$ cat config.mk
export PLATFORM = sky130hd
export DESIGN_NAME = mem_arbiter
export DESIGN_NICKNAME = d
export VERILOG_FILES = /design/src/rtl/mem_arbiter.sv
export SDC_FILE = /design/constraint.sdc
export NUM_CORES = 1
export LEC_CHECK = 0
export BUFFER_PORTS_ARGS = -buffer_cell sky130_fd_sc_hd__buf_4
export CAP_MARGIN = 30
export CORE_MARGIN = 4
export CORE_UTILIZATION = 48
export DETAILED_ROUTE_END_ITERATION = 8
export MAX_ROUTING_LAYER = met4
export PLACE_DENSITY_LB_ADDON = 0.15
export SLEW_MARGIN = 10
export SYNTH_ARGS = -nofsm -noshare
export SYNTH_HDL_FRONTEND = slang
export SYNTH_SLANG_ARGS = --single-unit
$ cat constraint.sdc
create_clock -name clk -period 2.33 [get_ports clk]
set_input_delay 0.466 -clock clk [delete_from_list [all_inputs] [get_ports clk]]
set_output_delay 0.466 -clock clk [all_outputs]
set_load 0.005 [all_outputs]
$ cat src/rtl/mem_arbiter.sv
// Round-robin arbiter between an instruction-fetch port and a load/store port
// sharing one synchronous single-port RAM; sub-word stores use read-modify-write.
module mem_arbiter (
  input  logic        clk,
  input  logic        rst,
  input  logic        f_req,
  input  logic [7:0]  f_addr,
  output logic        f_gnt,
  output logic        f_valid,
  output logic [31:0] f_rdata,
  input  logic        d_req,
  input  logic        d_we,
  input  logic [7:0]  d_addr,
  input  logic [1:0]  d_off,
  input  logic [1:0]  d_size,
  input  logic [31:0] d_wdata,
  output logic        d_gnt,
  output logic        d_valid,
  output logic [31:0] d_rdata,
  output logic [7:0]  ram_addr,
  output logic        ram_we,
  output logic [31:0] ram_din,
  input  logic [31:0] ram_dout,
  output logic        busy
);

  localparam logic [2:0] IDLE   = 3'd0;
  localparam logic [2:0] F_WAIT = 3'd1;
  localparam logic [2:0] D_WAIT = 3'd2;
  localparam logic [2:0] RMW    = 3'd3;
  localparam logic [2:0] D_DONE = 3'd4;

  logic [2:0]  state, next_state;
  logic        last_f;
  logic [7:0]  addr_q;
  logic        we_q;
  logic [1:0]  size_q, off_q;
  logic [31:0] wdata_q;
  logic [31:0] f_hold, d_hold;
  logic        idle, grant_f, grant_d, word_store, d_load_valid;
  logic [3:0]  lane_mask;
  logic [31:0] wide_data, merged;

  // Grants are suppressed while rst is high so a reset cycle never starts an access.
  assign idle       = (state == IDLE);
  assign grant_f    = idle && !rst && f_req && (!d_req || !last_f);
  assign grant_d    = idle && !rst && d_req && (!f_req || last_f);
  assign word_store = grant_d && d_we && d_size[1];
  assign f_gnt      = grant_f;
  assign d_gnt      = grant_d;
  assign busy       = !idle;

  assign f_valid      = (state == F_WAIT) && !rst;
  assign d_valid      = ((state == D_WAIT) || (state == D_DONE)) && !rst;
  assign d_load_valid = (state == D_WAIT) && !we_q && !rst;
  assign f_rdata      = f_valid ? ram_dout : f_hold;
  assign d_rdata      = d_load_valid ? ram_dout : d_hold;

  // Store data is replicated across lanes so the lane mask alone selects what lands.
  always_comb begin
    lane_mask = 4'b0000;
    if (size_q == 2'b00) lane_mask[off_q] = 1'b1;
    else if (off_q[1])   lane_mask = 4'b1100;
    else                 lane_mask = 4'b0011;
    wide_data = (size_q == 2'b00) ? {4{wdata_q[7:0]}} : {2{wdata_q[15:0]}};
    merged = ram_dout;
    for (int i = 0; i < 4; i++)
      if (lane_mask[i]) merged[8*i +: 8] = wide_data[8*i +: 8];
  end

  always_comb begin
    ram_addr = addr_q;
    ram_we   = 1'b0;
    ram_din  = '0;
    if (grant_f) begin
      ram_addr = f_addr;
    end else if (grant_d) begin
      ram_addr = d_addr;
      if (word_store) begin
        ram_we  = 1'b1;
        ram_din = d_wdata;
      end
    end else if (state == RMW && !rst) begin
      ram_we  = 1'b1;
      ram_din = merged;
    end
  end

  always_comb begin
    next_state = IDLE;
    case (state)
      IDLE: begin
        if (grant_f)      next_state = F_WAIT;
        else if (grant_d) next_state = (d_we && !d_size[1]) ? RMW : D_WAIT;
      end
      RMW:     next_state = D_DONE;
      default: next_state = IDLE;
    endcase
  end

  always_ff @(posedge clk) begin
    if (rst) begin
      state   <= IDLE;
      last_f  <= 1'b1;
      addr_q  <= '0;
      we_q    <= 1'b0;
      size_q  <= '0;
      off_q   <= '0;
      wdata_q <= '0;
      f_hold  <= '0;
      d_hold  <= '0;
    end else begin
      state <= next_state;
      if (grant_f) begin
        last_f <= 1'b1;
        addr_q <= f_addr;
      end else if (grant_d) begin
        last_f  <= 1'b0;
        addr_q  <= d_addr;
        we_q    <= d_we;
        size_q  <= d_size;
        off_q   <= d_off;
        wdata_q <= d_wdata;
      end
      if (f_valid)      f_hold <= ram_dout;
      if (d_load_valid) d_hold <= ram_dout;
    end
  end

endmodule

# Yosys cells after proc, flatten, opt, wreduce, memory -nomap -nowiden

Cells that the tools add are included.

Register bits after elaboration: 97
Bits of input ports: 89
Output and inout port bits: 110

Magnitude comparators: 2
Equality and inequality tests: 4
Multiplexer cells: 25
Bitwise operators: 1
Reductions and logical operators: 28

Operator list:

| cell                                                              | number |
|---|---|
| two-way mux 32 bit                                                | 7 |
| two-way mux 8 bit                                                 | 6 |
| logical AND 1 bit                                                 | 14 |
| two-way mux 4 bit                                                 | 2 |
| zero test 1 bit                                                   | 7 |
| == test 3 x 2 -> 1 bit, second input constant                     | 2 |
| two-way mux 1 bit                                                 | 6 |
| case mux 3 bit (2 select lines)                                   | 1 |
| two-way mux 2 bit                                                 | 2 |
| == test 3 x 1 -> 1 bit, second input constant                     | 1 |
| == test 3 bit, second input constant                              | 1 |
| zero test 3 bit                                                   | 1 |
| logical OR 1 bit                                                  | 3 |
| < comparator 2 x 3 -> 1 bit, second input constant                | 1 |
| demux 1 bit (select 2 bit)                                        | 1 |
| greater-or-equal comparator 2 x 1 -> 1 bit, second input constant | 1 |
| zero test 2 bit                                                   | 1 |
| AND reduction 2 bit                                               | 1 |
| OR reduction 2 bit                                                | 1 |
| NOT 1 bit                                                         | 1 |

# Longest topological paths before layout

Word-level depth: 9
Gate-level depth with buffers: 8
Depth with buffers taken out: 5

# Worst setup path before layout

OpenSTA, ideal clock, no wires.

Kind: input to output
Start point: input rst
End point: output ram_din[26]
Arrival time: 1.655 ns
Data required time: 1.864 ns
Slack: 0.209 ns
Stages on the path: 7
Cells stage by stage: buf_2 -> nor4_4 -> nand3_4 -> inv_2 -> and3_4 -> buf_6 -> a21o_1

Cells in the longest elaborated chain, start to end: 9
Elaborated cells between the ends (all ways): 13

RTL lines:

| element                         | line       | source |
|---|---|---|
| start, declared                 | 5          | `input logic rst,` |
| zero test 1 bit (*)             | 46, 47, 83 |  |
| logical AND 1 bit               | 46, 47     |  |
| logical AND 1 bit (2 in series) | 47         | `assign grant_d = idle && !rst && d_req && (!f_req \|\| last_f);` |
| logical AND 1 bit (2 in series) | 48         | `assign word_store = grant_d && d_we && d_size[1];` |
| two-way mux 32 bit              | 79         | `if (word_store) begin` |
| two-way mux 32 bit              | 77         | `end else if (grant_d) begin` |
| two-way mux 32 bit (*)          | 75         | `if (grant_f) begin` |
| end, declared                   | 22         | `output logic [31:0] ram_din,` |

Every way passes the cells marked *; elsewhere a longest branch is shown, timed or not.

# Final worst setup path

Start point: register off_q[0]
End point: output ram_din[6]

Cells in the longest elaborated chain, start to end: 9
Elaborated cells between the ends (all ways): 10

RTL lines:

| element                                                                                                                | line | source |
|---|---|---|
| start, declared                                                                                                        | 37   | `logic [1:0] size_q, off_q;` |
| start signal, assigned                                                                                                 | 122  | `off_q <= d_off;` |
| < comparator 2 x 3 -> 1 bit (implied by the code) / greater-or-equal comparator 2 x 1 -> 1 bit (equally long branches) | 62   | `if (size_q == 2'b00) lane_mask[off_q] = 1'b1;` |
| logical AND 1 bit (implied by the code)                                                                                | 62   |  |
| two-way mux 1 bit (implied by the code)                                                                                | 62   |  |
| demux 1 bit (select 2 bit) (*)                                                                                         | 62   |  |
| two-way mux 4 bit (*)                                                                                                  | 62   |  |
| two-way mux 8 bit (*)                                                                                                  | 68   | `if (lane_mask[i]) merged[8*i +: 8] = wide_data[8*i +: 8];` |
| two-way mux 32 bit (*)                                                                                                 | 83   | `end else if (state == RMW && !rst) begin` |
| two-way mux 32 bit (*)                                                                                                 | 77   |  |
| two-way mux 32 bit (*)                                                                                                 | 75   |  |

Marked as above.

==> results.md <==
- Status: finished with violations
- Failing checks: setup timing
- Required @ worst endpoint: 1860 ps
- Share of layout cells above drive strength 1: 57.06%
- Initial Util: 49.55%
- I/O pin count: 199
- Hold path cells: 3
- Syn_nets: 563
- TritonCTS Sinks: 97
- Arrival @ worst endpoint: 1980 ps
- Cts bufs inserted: 9
- Die Width: 106.1 um
- Yosys cell types: 44
- Post-layout nets: 785
- Overall Global Routing Usage: 27.03%
- DRC: 0
- DR pass1 iterations: 5
- Seq. cell area: 0.001964 sq mm
- Clock Tree Buf Depth: 2
- CP Capture Type: primary output
- Setup TNS: -1781 ps
- Slew headroom: 58.20%
- Hold_sp: d_size[0]
- Worst reg2reg path depth: 7
- Fin. Hold Viols: 0
- CTS tree: yes
- Routability-driven placement congestion ratio: 0.9089
- Top cells by area, synth: dfxtp_1 (42%), mux2_2 (14%), nor2b_1 (8.7%), a21oi_1 (5.3%), nand2_1 (3.8%)
- Power per Cell Area: 519.7 mW/mm^2
- Vias per std cell: 5.625
- WL per Instance: 20.20 um
- Maximum net fanout on the critical path: 8
- Register bit total from synthesis: 97
- Worst Max-Slew Pin Slew: 627.1 ps
- Vias in the first global route: 4556
- IO Port Bufs: 198
- First-pass GRT wire length: 23670 um
- RSZ-0062 raised after global routing: true
- Reg2Reg Setup Slack: 610 ps
- Post-synth top cells: dfxtp_1 (97), nor2b_1 (64), mux2_2 (57)
- Die ar.: 0.01126 sq mm
- Largest net degree at the start of global routing: 59
- Crit Path Class: reg2out
- Mapped Cells: 474
- Total power: 0.003878 W
- 1st-iter DRT viols: 277
- Root buffer cell: clkbuf_8
- Static Leak: 3.326 nW
- CTS Hold Bufs: 0
- Post-DRT Antenna Nets: 0
- CORE AREA: 0.009328 sq mm
- EDFF count, synth: 0
- Critical Path Source Type: register
- Setup violations, final: 53
- Initial antenna violation count: 0
- Max Fclk: 409.1 MHz
- Post-synth ARST share: 0%
- Fin worst setup slack: -114.2 ps
- Critical R2R Capture: size_q[1]$_SDFFE_PP0P_
- Clock transition at the registers of the reported paths: 90 ps
- Multi-input logic area: 0.002952 sq mm
- Synth-to-layout area growth: 61.45%
- Min Clock Period, post-route: 2444 ps
- Cell Rows: 35
- Fin crit share: 104.9%
- Drt total wl: 16760 um
- Vias: 4669
- Proportion of synthesized chip area in sequential cells: 42.01%
- Die height: 106.1 um
- Final Skew: 12.91 ps
- Mean area per synthesized cell: 9.751 sq um
- Yosys top cell area share: 42.01%
- Reg2reg start: state[0]$_SDFF_PP0_
- Worst hold endpoint: size_q[0]$_SDFFE_PP0P_
- Worst vdd ir: 0.3069 mV
- MaxCap Viol Count: 0
- Dpl hpwl: 10730 um
- Ant diodes: 0
- Synth warn: 0
- Post-Syn Area: 0.004622 sq mm
- Synth area leader: dfxtp_1
- Hold Crit Class: in2reg
- Final Max Tran Viols: 0
- GRT overflow: 0
- Post-synth top flop: dfxtp_1
- Worst skew pair latency: 360 ps
- Fill cells: 604
- H-tree depth: 3
- Most frequent cell after synthesis: dfxtp_1
sequential cells by signal, summed over array words and instances, names as in the netlist:
name     flops
f_hold      32
size_q       2
off_q        2
last_f       1
we_q         1
wdata_q     16
d_hold      32
addr_q       8
state        3
repair_timing:
action | CTS | global route
setup endpoints to repair | 105 | 105
pin swaps | 22 | 10
gates resized for setup | 89 | 127
setup buffers | 13 | 6
hold endpoints to repair | 0 | 0
gates cloned | 2 | 6
critical path, stage by stage (launching register included):
cell	delay, ps
dfxtp_4	390
or3b_4	460
a21oi_4	340
a22oi_1	140
a21oi_2	160
buf_4	130
metal layers:
metal | global-route usage (%) | wire length [um]
met1 | 35.03 | 6698
met2 | 42.90 | 8343
met3 | 5.707 | 1441
met4 | 7.586 | 280
met5 | - | 0
report_power, final:
part	internal [W]	switching [W]	total, W
clock	0.000513	0.000632	0.00115
sequential	0.00172	0.0000466	0.00177
combinational	0.000544	0.000418	0.000961
how the worst max path moves through the flow:
stage	startpoint	end	slack, ps	depth (start not counted)
4_1_cts	size_q[0]$_SDFFE_PP0P_	ram_din[0]	-40	5
6_report	off_q[0]$_SDFFE_PP0P_	ram_din[6]	-110	5
3_5_place_dp	rst	d_rdata[5]	20	6
2_1_floorplan	rst	ram_din[26]	210	7
5_1_grt	state[0]$_SDFF_PP0_	ram_din[31]	-160	6
3_3_place_gp	rst	ram_din[1]	100	7
cell type report:
cell class / instances / share of cell area, %
multi-input cells: 339 / 39.55
repair buffers: 244 / 28.94
flip-flops and latches: 97 / 26.32
well taps: 129 / 2.163
clock buffers: 10 / 1.710
clock inverters: 6 / 0.9893
inverters: 5 / 0.3186
cell families (layout without fill, tap and decap cells):
kind of cell | Yosys count | in the layout | share of synthesized area, %
and+or+nand+nor | 141 | 142 | 17.87
AOI/OAI and AO/OA | 116 | 116 | 16.32
DFF | 97 | 97 | 42.01
muxes | 80 | 80 | 19.06
buffers and inverters | 39 | 265 | 4.548
xor gates and xnor gates | 1 | 1 | 0.1895
stage by stage:
| stage | setup slack (ps) | utilization [%] | std cells | hold WS [ps] | cell area (sq um) |
|---|---|---|---|---|---|
| floorplan | 209.1 | - | 474 | 433.2 | 4622 |
| global placement | 97.36 | 67.20 | 789 | 442.7 | 6269 |
| detailed placement | 20.31 | 67.20 | 789 | 452.2 | 6269 |
| global route | -163.4 | 80.00 | 830 | 352.0 | 7462 |
| CTS | -42.32 | 73.60 | 820 | 343.7 | 6865 |
| finish | -114.2 | 80.00 | 830 | 354.5 | 7462 |
cells in the final DEF (no fill, tap or decap), types with 4 or more instances in the layout:
cell,count
dfxtp_1,89
nor2_2,8
nor2b_1,64
o22a_1,4
clkbuf_16,4
a211o_1,5
a21oi_1,34
mux2i_2,4
dfxtp_4,5
a22oi_2,4
o21ba_2,4
o22ai_1,7
inv_6,4
buf_4,187
buf_12,5
o2bb2ai_2,8
a21oi_2,15
nand2_1,45
buf_6,44
clkbuf_8,9
mux2i_1,12
mux2_4,63
a211oi_1,8
o21ai_1,4
buf_8,4
a22oi_1,4
a21o_1,4
Power figures use the tool's default switching activity.
